### config.mk
export PLATFORM = sky130hd
export DESIGN_NAME = memory_responder
export DESIGN_NICKNAME = d
export VERILOG_FILES = /design/src/rtl/memory_pkg.sv /design/src/rtl/mem_array.sv /design/src/rtl/memory_responder.sv
export SDC_FILE = /design/constraint.sdc
export NUM_CORES = 1
export LEC_CHECK = 0
export CORE_MARGIN = 5
export CORE_UTILIZATION = 60
export DETAILED_ROUTE_END_ITERATION = 10
export GPL_TIMING_DRIVEN = 0
export PLACE_DENSITY = 0.78
export SLEW_MARGIN = 15
export SYNTH_ARGS = -nofsm -noshare
export SYNTH_HDL_FRONTEND = slang
export SYNTH_SLANG_ARGS = --single-unit
### constraint.sdc
create_clock -name clock -period 6.6 [get_ports clock]
set_input_delay 0.66 -clock clock [delete_from_list [all_inputs] [get_ports clock]]
set_output_delay 0.66 -clock clock [all_outputs]
set_load 0.005 [all_outputs]
### src/rtl/memory_pkg.sv
// Shared types and helpers for the memory responder and its RAM.
package memory_pkg;

  typedef enum logic [1:0] {
    L_IDLE,
    L_WAIT,
    L_ACK
  } loader_state_t;

  function automatic int unsigned addr_w(input int unsigned word_w, input int unsigned op_w);
    return word_w - op_w;
  endfunction

endpackage

### src/rtl/mem_array.sv
// Single-port RAM with synchronous write and a read port that the MDR register captures.
module mem_array #(
  parameter int unsigned WORD_W = 8,
  parameter int unsigned ADDR_W = 5
) (
  input  logic              clock,
  input  logic              we,
  input  logic [ADDR_W-1:0] addr,
  input  logic [WORD_W-1:0] wdata,
  output logic [WORD_W-1:0] rdata
);

  localparam int unsigned Depth = 1 << ADDR_W;

  // Contents are deliberately not reset so a loaded program survives n_reset.
  logic [WORD_W-1:0] mem [Depth];

  always_ff @(posedge clock) begin
    if (we) begin
      mem[addr] <= wdata;
    end
  end

  assign rdata = mem[addr];

endmodule

### src/rtl/memory_responder.sv
// Memory side of the sequencer bus: MAR/MDR, RAM, and an idle-cycle program loader.
module memory_responder
  import memory_pkg::*;
#(
  parameter int unsigned WORD_W = 8,
  parameter int unsigned OP_W   = 3,
  localparam int unsigned ADDR_W = addr_w(WORD_W, OP_W)
) (
  input  logic              clock,
  input  logic              n_reset,
  input  logic [WORD_W-1:0] bus_in,
  input  logic              load_MAR,
  input  logic              load_MDR,
  input  logic              MDR_bus,
  input  logic              CS,
  input  logic              R_NW,
  output logic [WORD_W-1:0] mdr_out,
  output logic              mdr_drive,
  input  logic              ld_req,
  input  logic [ADDR_W-1:0] ld_addr,
  input  logic [WORD_W-1:0] ld_data,
  output logic              ld_ack
);

  logic [ADDR_W-1:0] mar_q, mar_d;
  logic [WORD_W-1:0] mdr_q, mdr_d;
  loader_state_t     state_q, state_d;

  logic              ram_we;
  logic [ADDR_W-1:0] ram_addr;
  logic [WORD_W-1:0] ram_wdata;
  logic [WORD_W-1:0] ram_rdata;
  logic              proc_read;
  logic              proc_write;
  logic              ld_write;

  assign proc_read  = CS && R_NW;
  assign proc_write = CS && !R_NW;
  // The processor owns the RAM port whenever CS is high; the loader only gets idle cycles.
  assign ld_write   = (state_q == L_WAIT) && !CS;

  always_comb begin
    ram_we    = proc_write || ld_write;
    ram_addr  = mar_q;
    ram_wdata = mdr_q;
    if (!CS) begin
      ram_addr  = ld_addr;
      ram_wdata = ld_data;
    end
  end

  mem_array #(
    .WORD_W (WORD_W),
    .ADDR_W (ADDR_W)
  ) u_mem_array (
    .clock (clock),
    .we    (ram_we),
    .addr  (ram_addr),
    .wdata (ram_wdata),
    .rdata (ram_rdata)
  );

  always_comb begin
    mar_d = mar_q;
    mdr_d = mdr_q;
    if (load_MAR) begin
      mar_d = bus_in[ADDR_W-1:0];
    end
    // A read in the same cycle as load_MDR wins.
    if (proc_read) begin
      mdr_d = ram_rdata;
    end else if (load_MDR) begin
      mdr_d = bus_in;
    end
  end

  always_comb begin
    state_d = state_q;
    ld_ack  = 1'b0;
    unique case (state_q)
      L_IDLE: begin
        if (ld_req) state_d = L_WAIT;
      end
      L_WAIT: begin
        if (!CS) state_d = L_ACK;
      end
      L_ACK: begin
        ld_ack = 1'b1;
        if (!ld_req) state_d = L_IDLE;
      end
      default: state_d = L_IDLE;
    endcase
  end

  always_ff @(posedge clock or negedge n_reset) begin
    if (!n_reset) begin
      mar_q   <= '0;
      mdr_q   <= '0;
      state_q <= L_IDLE;
    end else begin
      mar_q   <= mar_d;
      mdr_q   <= mdr_d;
      state_q <= state_d;
    end
  end

  assign mdr_out   = mdr_q;
  assign mdr_drive = MDR_bus;

endmodule

Word level (Yosys, flattened, before mapping) --
Memories as Yosys holds them, arrays and structs flattened. Index checks and enable logic that the tools add are counted. Widths: inputs -> output; s select.
Word-level totals: flip-flop bits (word level) 15, bits in writable memories 256, input bits 29, memories 1
Cells by class: equality and inequality tests 5, multiplexer cells 11, reduce and logical (&&, ||, !) cells 9
Memories:
- u_mem_array.mem | depth 32, bits a word 8, read ports 1, clocked after memory_dff 0, write ports 1, RTL line mem_array.sv:16 | logic [WORD_W-1:0] mem [Depth];
Operator list (count):
- $mux 8 | 3
- $mux 2 | 3
- $ne 2x2->1 const B | 3
- $pmux 2 s3 | 1
- $mux 5 | 1
- $logic_and 1x1->1 | 3
- $mux 1 | 3
- $reduce_and 3->1 | 1
- $eq 2x1->1 const B | 1
- $eq 2x2->1 const B | 1
- $logic_not 1->1 | 2
- $logic_not 2->1 | 1
- $reduce_bool 2->1 | 1
- $logic_or 1x1->1 | 1

Logic depth before layout (Yosys ltp) --
Gate-level depths: netlist of run 1.
word-level depth 5, gate-level depth with buffers 10, gate-level depth less buffers 6

Cells and area by module --
A second synthesis of run 1 with hierarchy kept.
Second synthesis, totals: cell total of the unflattened synthesis 639, area total of the unflattened synthesis 10973.0 um^2
By module, submodules not included:
- mem_array | instances 1, cells an instance 568, area each 10045.9 um^2, seq. area each 7687.4 um^2
- memory_responder | instances 1, cells an instance 71, area each 927.1 um^2, seq. area each 375.4 um^2

Worst setup path after synthesis of run 1 --
No wires, ideal clock.
path type input to register, start point input port CS, end point memory u_mem_array.mem[11][0] (enable), library setup time 0.370 ns, arrival time 2.300 ns, data required time 6.230 ns, setup slack 3.929 ns, stages 8, path buffers 4, path through buf_6 buf_2 buf_2 buf_1 a21oi_1 nor2_1 nand2_1 nor2_1
Between the ends: longest elaborated chain between the ends 5, elaborated cells on any way between the ends 7
RTL lines:
- start, declared | RTL line memory_responder.sv:15 | input logic CS,
- $logic_not 1->1
- $logic_and 1x1->1 | RTL line memory_responder.sv:40 | assign ld_write = (state_q == L_WAIT) && !CS;
- $logic_or 1x1->1 | RTL line memory_responder.sv:43 | ram_we = proc_write || ld_write;
- $mux 1 | RTL line mem_array.sv:19 | if (we) begin
- $mux 1 (not written as such) | RTL line mem_array.sv:20 | mem[addr] <= wdata;
- end, declared | RTL line mem_array.sv:16
Several ways; a longest one is shown, not always the timed one.

Worst setup path in the final report of run 1 --
start point input port ld_addr[1], end point memory u_mem_array.mem[3][7] (enable)
Between the ends: longest elaborated chain between the ends 1
RTL lines:
- start, declared | RTL line memory_responder.sv:20 | input logic [ADDR_W-1:0] ld_addr,
- $mux 5 | RTL line memory_responder.sv:46 | if (!CS) begin
No other way between the ends.

==> flow_summary.toml, run 1 <==
[timing]
worst_pin_slew_ns = 0.866
fin_crit_sh_pct = 53.6
setup_tns_ns = 0
fmax_ghz = 0.283
rsz0062_at_grt = "false"
min_period_ns = 3.54
hold_violations = 0
setup_violations = 0
slew_headroom_pct = 40.6
slew_viol_final = 0
skew_ns = 0.00872
fin_hold_ws_ns = 0.478

[setup_path]
rr_startpoint = "mar_q[1]"
critical_path.top_delay_family = "buffers and inverters"
r2r_end = "u_mem_array.mem[3][7]"
cp_data_arrival_time_ns = 3.69
start_kind = "primary input"
setup.worst_path.end_class = "register"
critical_path_peak_fanout = 10
crit_type = "primary input to register"
slowest_stage = "nor2_1"
ff2ff_setup_slack_ns = 3.31
crit_chain = "clkdlybuf4s50_1, mux2_2, buf_2, buf_1, nand2_1, nor2_1"
cpPeakStageDelay_ns = 0.77
reg2regPathDepth = 5
required_ns = 6.75
crit_buf_inv = 3

[global_route]
antenna_found_initial = 0
grt_max_degree = 33
grt_overflow = 0
grt_pass1_vias = 6336
track_usage_pct = 25.9
grt_pass1_wl_mm = 39.1

[yosys]
synth_cell_types = 51
synthFlopType = "edfxtp_1"
synth-xor-area-share_pct = 0
synth_enable_flop_cells = 256
synth_top_family_by_area = "compound AO/OA/AOI/OAI gates"
ys_seq_area_share_pct = 75.1
synth-simple-area-share_pct = 7.03
synth_area_mm2 = 0.0107
synthAdderAreaFrac_pct = 0
postSynth.asyncResetShare_pct = 5.54
synth_compound_area_share_pct = 11.3
synth_commonest_cells = "edfxtp_1 (256), a22oi_1 (74), a21oi_1 (52)"
synth.area.top_cells = "edfxtp_1 (72%), a22oi_1 (5.2%), dfrtp_1 (3.5%), a21oi_1 (2.4%), mux2i_1 (2.4%)"
ys_warn_count = 0
synth_cells = 693
synth_top_area_share_pct = 71.6
synthMuxAreaShare_pct = 4.69
synth_most_common_cell = "edfxtp_1"
synth_area_leader_cell = "edfxtp_1"
avgSynthCellArea_um2 = 15.5
synth_seq_cells = 271
syn-num-nets = 722

[place]
routabilityCongestion = 0.919
dp_hpwl_mm = 17.6
numPortBuffers = 36
placed_area_mm2 = 0.0114

[cts]
cts_hold_buf = 0
clock_sinks = 271
cts-resized-gates = 0
clockBufferDepth = 3
clock_latency_ns = 0.53
cts_tree = "yes"
root_buffer = "clkbuf_16"
cts_setup_buffers = 0
clk_pin_slew_ns = 0.06
cts_made_buffers = 26
htree_levels = 1

[routing]
num_vias = 6696
drt-initial-drc-count = 759
wl_mm = 26.6
viasPerCell = 6.67
drc = 0
post_drt_wl_per_cell_um = 26.5
first_pass_iters = 5
antenna_left = 0

[flow_run]
max_cap_violations = 0

[pwr]
p_leak_nw = 3.93
peakVddDrop_mv = 0.214
power.density_cell_area_mw_per_mm2 = 307
power.total_mw = 3.73

[cells_and_area]
utilization_pct = 68.5
antennaDiodeCount = 0
fin_area_mm2 = 0.0122
area_growth_pct = 13.4
fin_nets = 786
drive_gt1_share_pct = 9.55

[hold_path]
min_to = "state_q[0]"
holdPathStages = 1
worstHoldStart = "state_q[1]"
worstHoldPathType = "register to register"

[status]
status = "finished clean"

[floorplanning]
die_h_um = 144
rows = 49
io_pins = 39
initial_core_util_pct = 60.4
dieArea_mm2 = 0.0207
core_mm2 = 0.0178
die_x_um = 144
## where the power goes
group / switching (mW) / internal (mW) / leakage, nW
combinational: 0.255 / 0.118 / 1.06
sequential: 0.0181 / 1.95 / 2.48
clock: 0.591 / 0.796 / 0.391
## per-stage QoR
step,cells,setup slack [ns]
after global routing,1004,2.94
after floorplan,693,3.93
after global placement,958,2.66
after CTS,1004,3.11
final,1004,3.06
after detailed placement,958,2.59
## routing by layer
metal | global-route usage (%) | vias up | routed length (um) | share of wire, %
met3 | 5.52 | 53 | 2930 | 11
met4 | 9.46 | 0 | 894 | 3.4
met5 | 0 | - | 0 | 0
met1 | 35.8 | 3321 | 10100 | 38
li1 | - | 2892 | - | -
met2 | 41.2 | 430 | 12600 | 47
## sequential cells by signal, summed over array words and instances (netlist names)
signal and cells:
mdr_out 8, state_q 2, u_mem_array.mem 256, mar_q 5
## area by class of cell
cell class	instances	area, um^2
sequential	271	8060
fill	1159	5600
clock buffer	35	716
tap	229	287
timing repair buffer	36	360
clock inverter	11	78.8
multi-input combinational	381	2470
buffer	37	184
inverter	4	15.0
## cell usage in the layout (no fill, tap or decap), types with 13 or more instances in the layout
cell and instances:
edfxtp_1 256, nand2_1 48, mux2i_1 26, clkbuf_1 24
nor2_1 42, nor3_1 14, clkbuf_16 27, a21oi_1 52
clkdlybuf4s50_1 36, dfrtp_1 15, a22oi_1 74, mux2_2 13
## how the worst max path moves through the flow
stage | cells past startpoint | slack, ns | start | endpoint
floorplan | 8 | 3.93 | CS | u_mem_array.mem[11][0]
global placement | 6 | 2.66 | ld_addr[1] | u_mem_array.mem[6][6]
detailed placement | 6 | 2.59 | ld_addr[1] | u_mem_array.mem[11][1]
CTS | 6 | 3.11 | ld_addr[1] | u_mem_array.mem[11][5]
global route | 6 | 2.94 | ld_addr[1] | u_mem_array.mem[14][6]
finish | 6 | 3.06 | ld_addr[1] | u_mem_array.mem[3][7]
## cells by family (layout without fill, tap and decap cells)
logic type             after synthesis  in the layout
buffers and inverters               41            123
DFF                                271            271
muxes                               44             44
and+or+nand+nor                    156            156
AOI/OAI and AO/OA                  181            181
Note: power is estimated with default switching activity, not from simulation.
==> run 2: changes to the inputs <==
Settings changed: CORE_UTILIZATION 60 to 55, PLACE_DENSITY 0.78 to 0.76.
Clock period 6.6 ns to 2.95 ns, I/O delays scaled along.
==> run 2 against run 1 <==
- core utilization decreased by 4.0 points
- setup slack got worse by 2.9 ns
- count of clock-buffer cells in the layout decreased by 5
- register-to-register slack got worse by 3.2 ns
- clock power increased to 2.5 times the previous value
- first-iteration DRC count increased by 17%
- global-route usage decreased by 1.6 points
- via count decreased by 0.52%
- sequential power increased by 120%
- die area increased by 8.4%
- highest routed layer unchanged
==> flow_summary.toml, run 2 (synthesis results as in run 1) <==
[status]
status = "finished clean"

[global_route]
grt_pass1_wl_mm = 40.2
grt_pass1_vias = 6615
grt_overflow = 0
track_usage_pct = 24.2
antenna_found_initial = 0
grt_max_degree = 33

[pwr]
power.density_cell_area_mw_per_mm2 = 705
peakVddDrop_mv = 0.406
p_leak_nw = 3.99

[timing]
setup_slack_ns = 0.132
fin_hold_ws_ns = 0.183
fin_crit_sh_pct = 95.5
fmax_ghz = 0.355
hold_violations = 0
min_period_ns = 2.82
skew_ns = 0.0187
setup_tns_ns = 0
setup_violations = 0
slew_headroom_pct = 37.6
rsz0062_at_grt = "false"
worst_pin_slew_ns = 0.910
slew_viol_final = 0

[setup_path]
crit_type = "register to register"
slowest_stage = "nor4_1"
crit_end = "mdr_out[4]"
ff2ff_setup_slack_ns = 0.13
cpPeakStageDelay_ns = 0.62
cp_data_arrival_time_ns = 3.18
crit_chain = "nand2b_1, nor2_1, o21ai_0, clkbuf_1, a21oi_1, nor4_1, a31oi_1"
setup.worst_path.end_class = "register"
start_kind = "register"
reg2regPathDepth = 7
r2r_end = "mdr_out[4]"
critical_path_peak_fanout = 10
rr_startpoint = "mar_q[3]"
startpoint = "mar_q[3]"
required_ns = 3.31

[cells_and_area]
layout_commonest_cell = "edfxtp_1"
fin_nets = 785
regMostFlops = "u_mem_array.mem"
utilization_pct = 64.5
drive_gt1_share_pct = 15.1
antennaDiodeCount = 0
area_growth_pct = 16.2
fin_area_mm2 = 0.0125
largest_register_ffs = 256
mostFrequentLayoutCells = "edfxtp_1 (256), a22oi_1 (74), a21oi_1 (52)"

[cts]
cts_tree = "yes"
clk_pin_slew_ns = 0.06
cts_hold_buf = 0
clockBufferDepth = 3
htree_levels = 1
clock_latency_ns = 0.52
clock_sinks = 271
cts_made_buffers = 26
root_buffer = "clkbuf_16"
cts_setup_buffers = 0

[routing]
wl_mm = 26.6
viasPerCell = 6.40
drt-initial-drc-count = 891
drc = 0
antenna_left = 0
post_drt_wl_per_cell_um = 25.6
num_vias = 6661
first_pass_iters = 6

[hold_path]
worstHoldPathType = "primary input to async pin"

[floorplanning]
die_x_um = 150
core_mm2 = 0.0193
die_h_um = 150
rows = 51
dieArea_mm2 = 0.0224
io_pins = 39
initial_core_util_pct = 55.5

[place]
place_ws_ns = -0.758
routabilityCongestion = 0.963
numPortBuffers = 36
placed_area_mm2 = 0.0114
dp_hpwl_mm = 17.1

[flow_run]
max_cap_violations = 0
[run 2: critical path, delay by kind of cell, from the launching register on]
| family | cells | cell delay (ns) |
|---|---|---|
| buffers and inverters | 1 | 0.51 |
| AND/OR/NAND/NOR | 3 | 0.85 |
| AO/OA/AOI/OAI | 3 | 0.86 |
| flip-flops | 1 | 0.44 |
[run 2: per-stage QoR]
stage | cells | total power, mW
after detailed placement | 994 | 5.30
after global routing | 1040 | 9.07
after CTS | 1041 | 8.80
final | 1040 | 8.80
after floorplan | 693 | 4.94
after global placement | 994 | 5.27
[run 2: area by class of cell]
class / count / area [um^2]
plain buffers: 36 / 183
inverters: 4 / 15.0
repair buffers: 36 / 360
fillers: 1333 / 6860
flip-flops and latches: 271 / 8060
well taps: 265 / 332
clock inverters: 17 / 239
multi-input cells: 381 / 2590
clock buffers: 30 / 687
[run 2: worst min path at each step]
stage	startpoint	endpoint	slack, ns	depth (start not counted)
3_3_place_gp	state_q[1]	state_q[0]	0.43	1
6_report	n_reset	mar_q[1]	0.18	1
2_1_floorplan	n_reset	mar_q[0]	-0.0006	0
5_1_grt	n_reset	mar_q[1]	0.24	1
4_1_cts	n_reset	mar_q[1]	0.18	1
3_5_place_dp	state_q[1]	state_q[0]	0.45	1
[run 2: report_power, final]
group	leakage, nW	total (mW)	switching [mW]	internal [mW]
Combinational	1.06	0.850	0.581	0.269
Clock	0.449	3.54	1.35	2.19
Sequential	2.48	4.41	0.0400	4.37
Total	3.99	8.80	1.97	6.83
[run 2: layer usage]
layer,up-vias,routed length (um),track usage [%]
met3,59,2960,4.88
met1,3282,10000,32.9
met4,0,1050,9.10
met2,437,12600,39.1
met5,-,0,0
li1,2883,-,-
[run 2: what timing repair did]
| item | 4_1_cts | 5_1_grt |
|---|---|---|
| gates resized for setup | 37 | 6 |
| endpoints found under the setup margin | 256 | 242 |
| endpoints found under the hold margin | 0 | 0 |
| cloned | 0 | 0 |
==> run 3: changes to the inputs <==
Settings changed: CORE_MARGIN 5 to 2, CORE_UTILIZATION 55 to 25, PLACE_DENSITY 0.76 to unset.
==> run 3 against run 2 <==
- power fell by 0.94%
- first-iteration DRC count down 23%
- sequential share of layout area is 1.9 points lower
- critical path depth unchanged
- final cell count grew 27%
- core utilization down 34 points
- combinational power increased by 2%
- sequential power is essentially flat
- non-clock buffer count is 1 lower
- count of clock-buffer cells in the layout grew 1
- largest cell class unchanged
==> flow_summary.toml, run 3 (synthesis results as in run 1) <==
[status]
status = "finished clean"

[routing]
drt-initial-drc-count = 686
viasPerCell = 4.89
drc = 0
num_vias = 6432
wl_mm = 27.6
post_drt_wl_per_cell_um = 21.0
first_pass_iters = 6
antenna_left = 0

[global_route]
grt_pass1_vias = 6502
grt_pass1_wl_mm = 41.1
antenna_found_initial = 1
grt_max_degree = 33
track_usage_pct = 12.3
grt_overflow = 0

[place]
placed_area_mm2 = 0.0118
routabilityCongestion = 0.846
dp_hpwl_mm = 18.1
numPortBuffers = 36

[setup_path]
crit_type = "register to register"
slowest_stage = "nor4_1"
setup.worst_path.end_class = "register"
cp_data_arrival_time_ns = 3.23
reg2regPathDepth = 7
required_ns = 3.34
crit_buf_inv = 1
cpPeakStageDelay_ns = 0.66
r2r_end = "mdr_out[4]"
ff2ff_setup_slack_ns = 0.11
start_kind = "register"
crit_chain = "nand2b_1, nor2_1, o21ai_0, clkbuf_1, a21oi_1, nor4_1, a31oi_1"
critical_path.top_delay_family = "simple AND/OR/NAND/NOR gates"
critical_path_depth = 7
rr_startpoint = "mar_q[3]"
critical_path_peak_fanout = 10

[cts]
htree_levels = 1
clock_sinks = 271
cts_tree = "yes"
clk_pin_slew_ns = 0.06
clock_latency_ns = 0.53
root_buffer = "clkbuf_16"
clockBufferDepth = 3
cts_hold_buf = 0
cts_made_buffers = 27

[timing]
worst_pin_slew_ns = 0.895
min_period_ns = 2.84
setup_violations = 0
rsz0062_at_grt = "false"
fmax_ghz = 0.352
fin_hold_ws_ns = 0.194
skew_ns = 0.0166
setup_tns_ns = 0
hold_violations = 0
slew_viol_final = 0
fin_crit_sh_pct = 96.4
slew_headroom_pct = 38.6

[cells_and_area]
regMostFlops = "u_mem_array.mem"
nFillCells = 4155
mostFrequentLayoutCells = "edfxtp_1 (256), a22oi_1 (74), a21oi_1 (52)"
fin_area_mm2 = 0.0129
antennaDiodeCount = 0
drive_gt1_share_pct = 15.8
area_growth_pct = 19.8
fin_nets = 785
layout_commonest_cell = "edfxtp_1"
largest_register_ffs = 256

[floorplanning]
dieArea_mm2 = 0.0446
initial_core_util_pct = 25.5
die_x_um = 211
core_mm2 = 0.0421
io_pins = 39
rows = 75
die_h_um = 211

[flow_run]
max_cap_violations = 0

[hold_path]
worstHoldPathType = "primary input to async pin"

[pwr]
peakVddDrop_mv = 0.346
power.density_cell_area_mw_per_mm2 = 678
p_leak_nw = 3.99
## run 3: changes by cell type in the layout (fill, tap and decap cells not counted), moves of 2 or more
cell / delta
nor3_1: -3
nor2_4: +13
clkinvlp_4: +2
clkinv_1: -2
clkinv_2: +5
nor3_2: +3
clkinv_4: -2
nor2_2: -13
bufinv_16: -2
## run 3: metal layers
| layer | part of all wire [%] | global-route usage [%] | vias up |
|---|---|---|---|
| li1 | - | - | 2891 |
| met1 | 43 | 16.4 | 3217 |
| met2 | 46 | 19.2 | 265 |
| met3 | 7.2 | 2.88 | 57 |
| met4 | 4.1 | 5.44 | 2 |
| met5 | 0.051 | 0 | - |
## run 3: stage by stage
| step | util (%) | setup WS, ns | instances | total power, mW |
|---|---|---|---|---|
| detailed placement | 27.9 | -0.806 | 1268 | 5.32 |
| global placement | 27.9 | -0.802 | 1268 | 5.31 |
| finish | 30.5 | 0.105 | 1316 | 8.72 |
| floorplan | - | 0.644 | 693 | 4.94 |
| CTS | 30.3 | -0.0608 | 1317 | 8.74 |
| global route | 30.5 | 0.0243 | 1316 | 8.99 |
## run 3: final cells by class
| type | instances | area (um^2) | area share [%] |
|---|---|---|---|
| flip-flops and latches | 271 | 8060 | 62.7 |
| multi-input cells | 381 | 2670 | 20.8 |
| clock buffers | 31 | 691 | 5.37 |
| well taps | 539 | 674 | 5.24 |
| repair buffers | 36 | 360 | 2.80 |
| clock inverters | 19 | 203 | 1.58 |
| plain buffers | 35 | 181 | 1.41 |
| inverters | 4 | 15.0 | 0.117 |
## run 3: where the power goes
part           total, mW  leakage [nW]  switching, mW  internal (mW)
registers           4.41          2.48         0.0417           4.37
logic              0.865          1.07          0.594          0.271
clock network       3.44         0.435           1.41           2.03
## run 3: repair_timing
action | in CTS | in global routing
gates resized for setup | 40 | 21
pin swaps | 0 | 0
endpoints found under the setup margin | 256 | 136
buffers inserted | 0 | 0
## run 3: worst reg2reg max path, stage by stage, from the launching register on
cell and delay (ns):
dfrtp_1 0.46, nand2b_1 0.17, nor2_1 0.05, o21ai_0 0.41, clkbuf_1 0.58, a21oi_1 0.22
nor4_1 0.66, a31oi_1 0.17
## run 3: how the worst max path moves through the flow
stage	endpoint	start
finish	mdr_out[4]	mar_q[3]
floorplan	u_mem_array.mem[11][0]	CS
global route	mdr_out[6]	mar_q[1]
detailed placement	u_mem_array.mem[30][5]	ld_addr[1]
CTS	u_mem_array.mem[20][7]	mar_q[1]
global placement	u_mem_array.mem[23][1]	ld_addr[1]
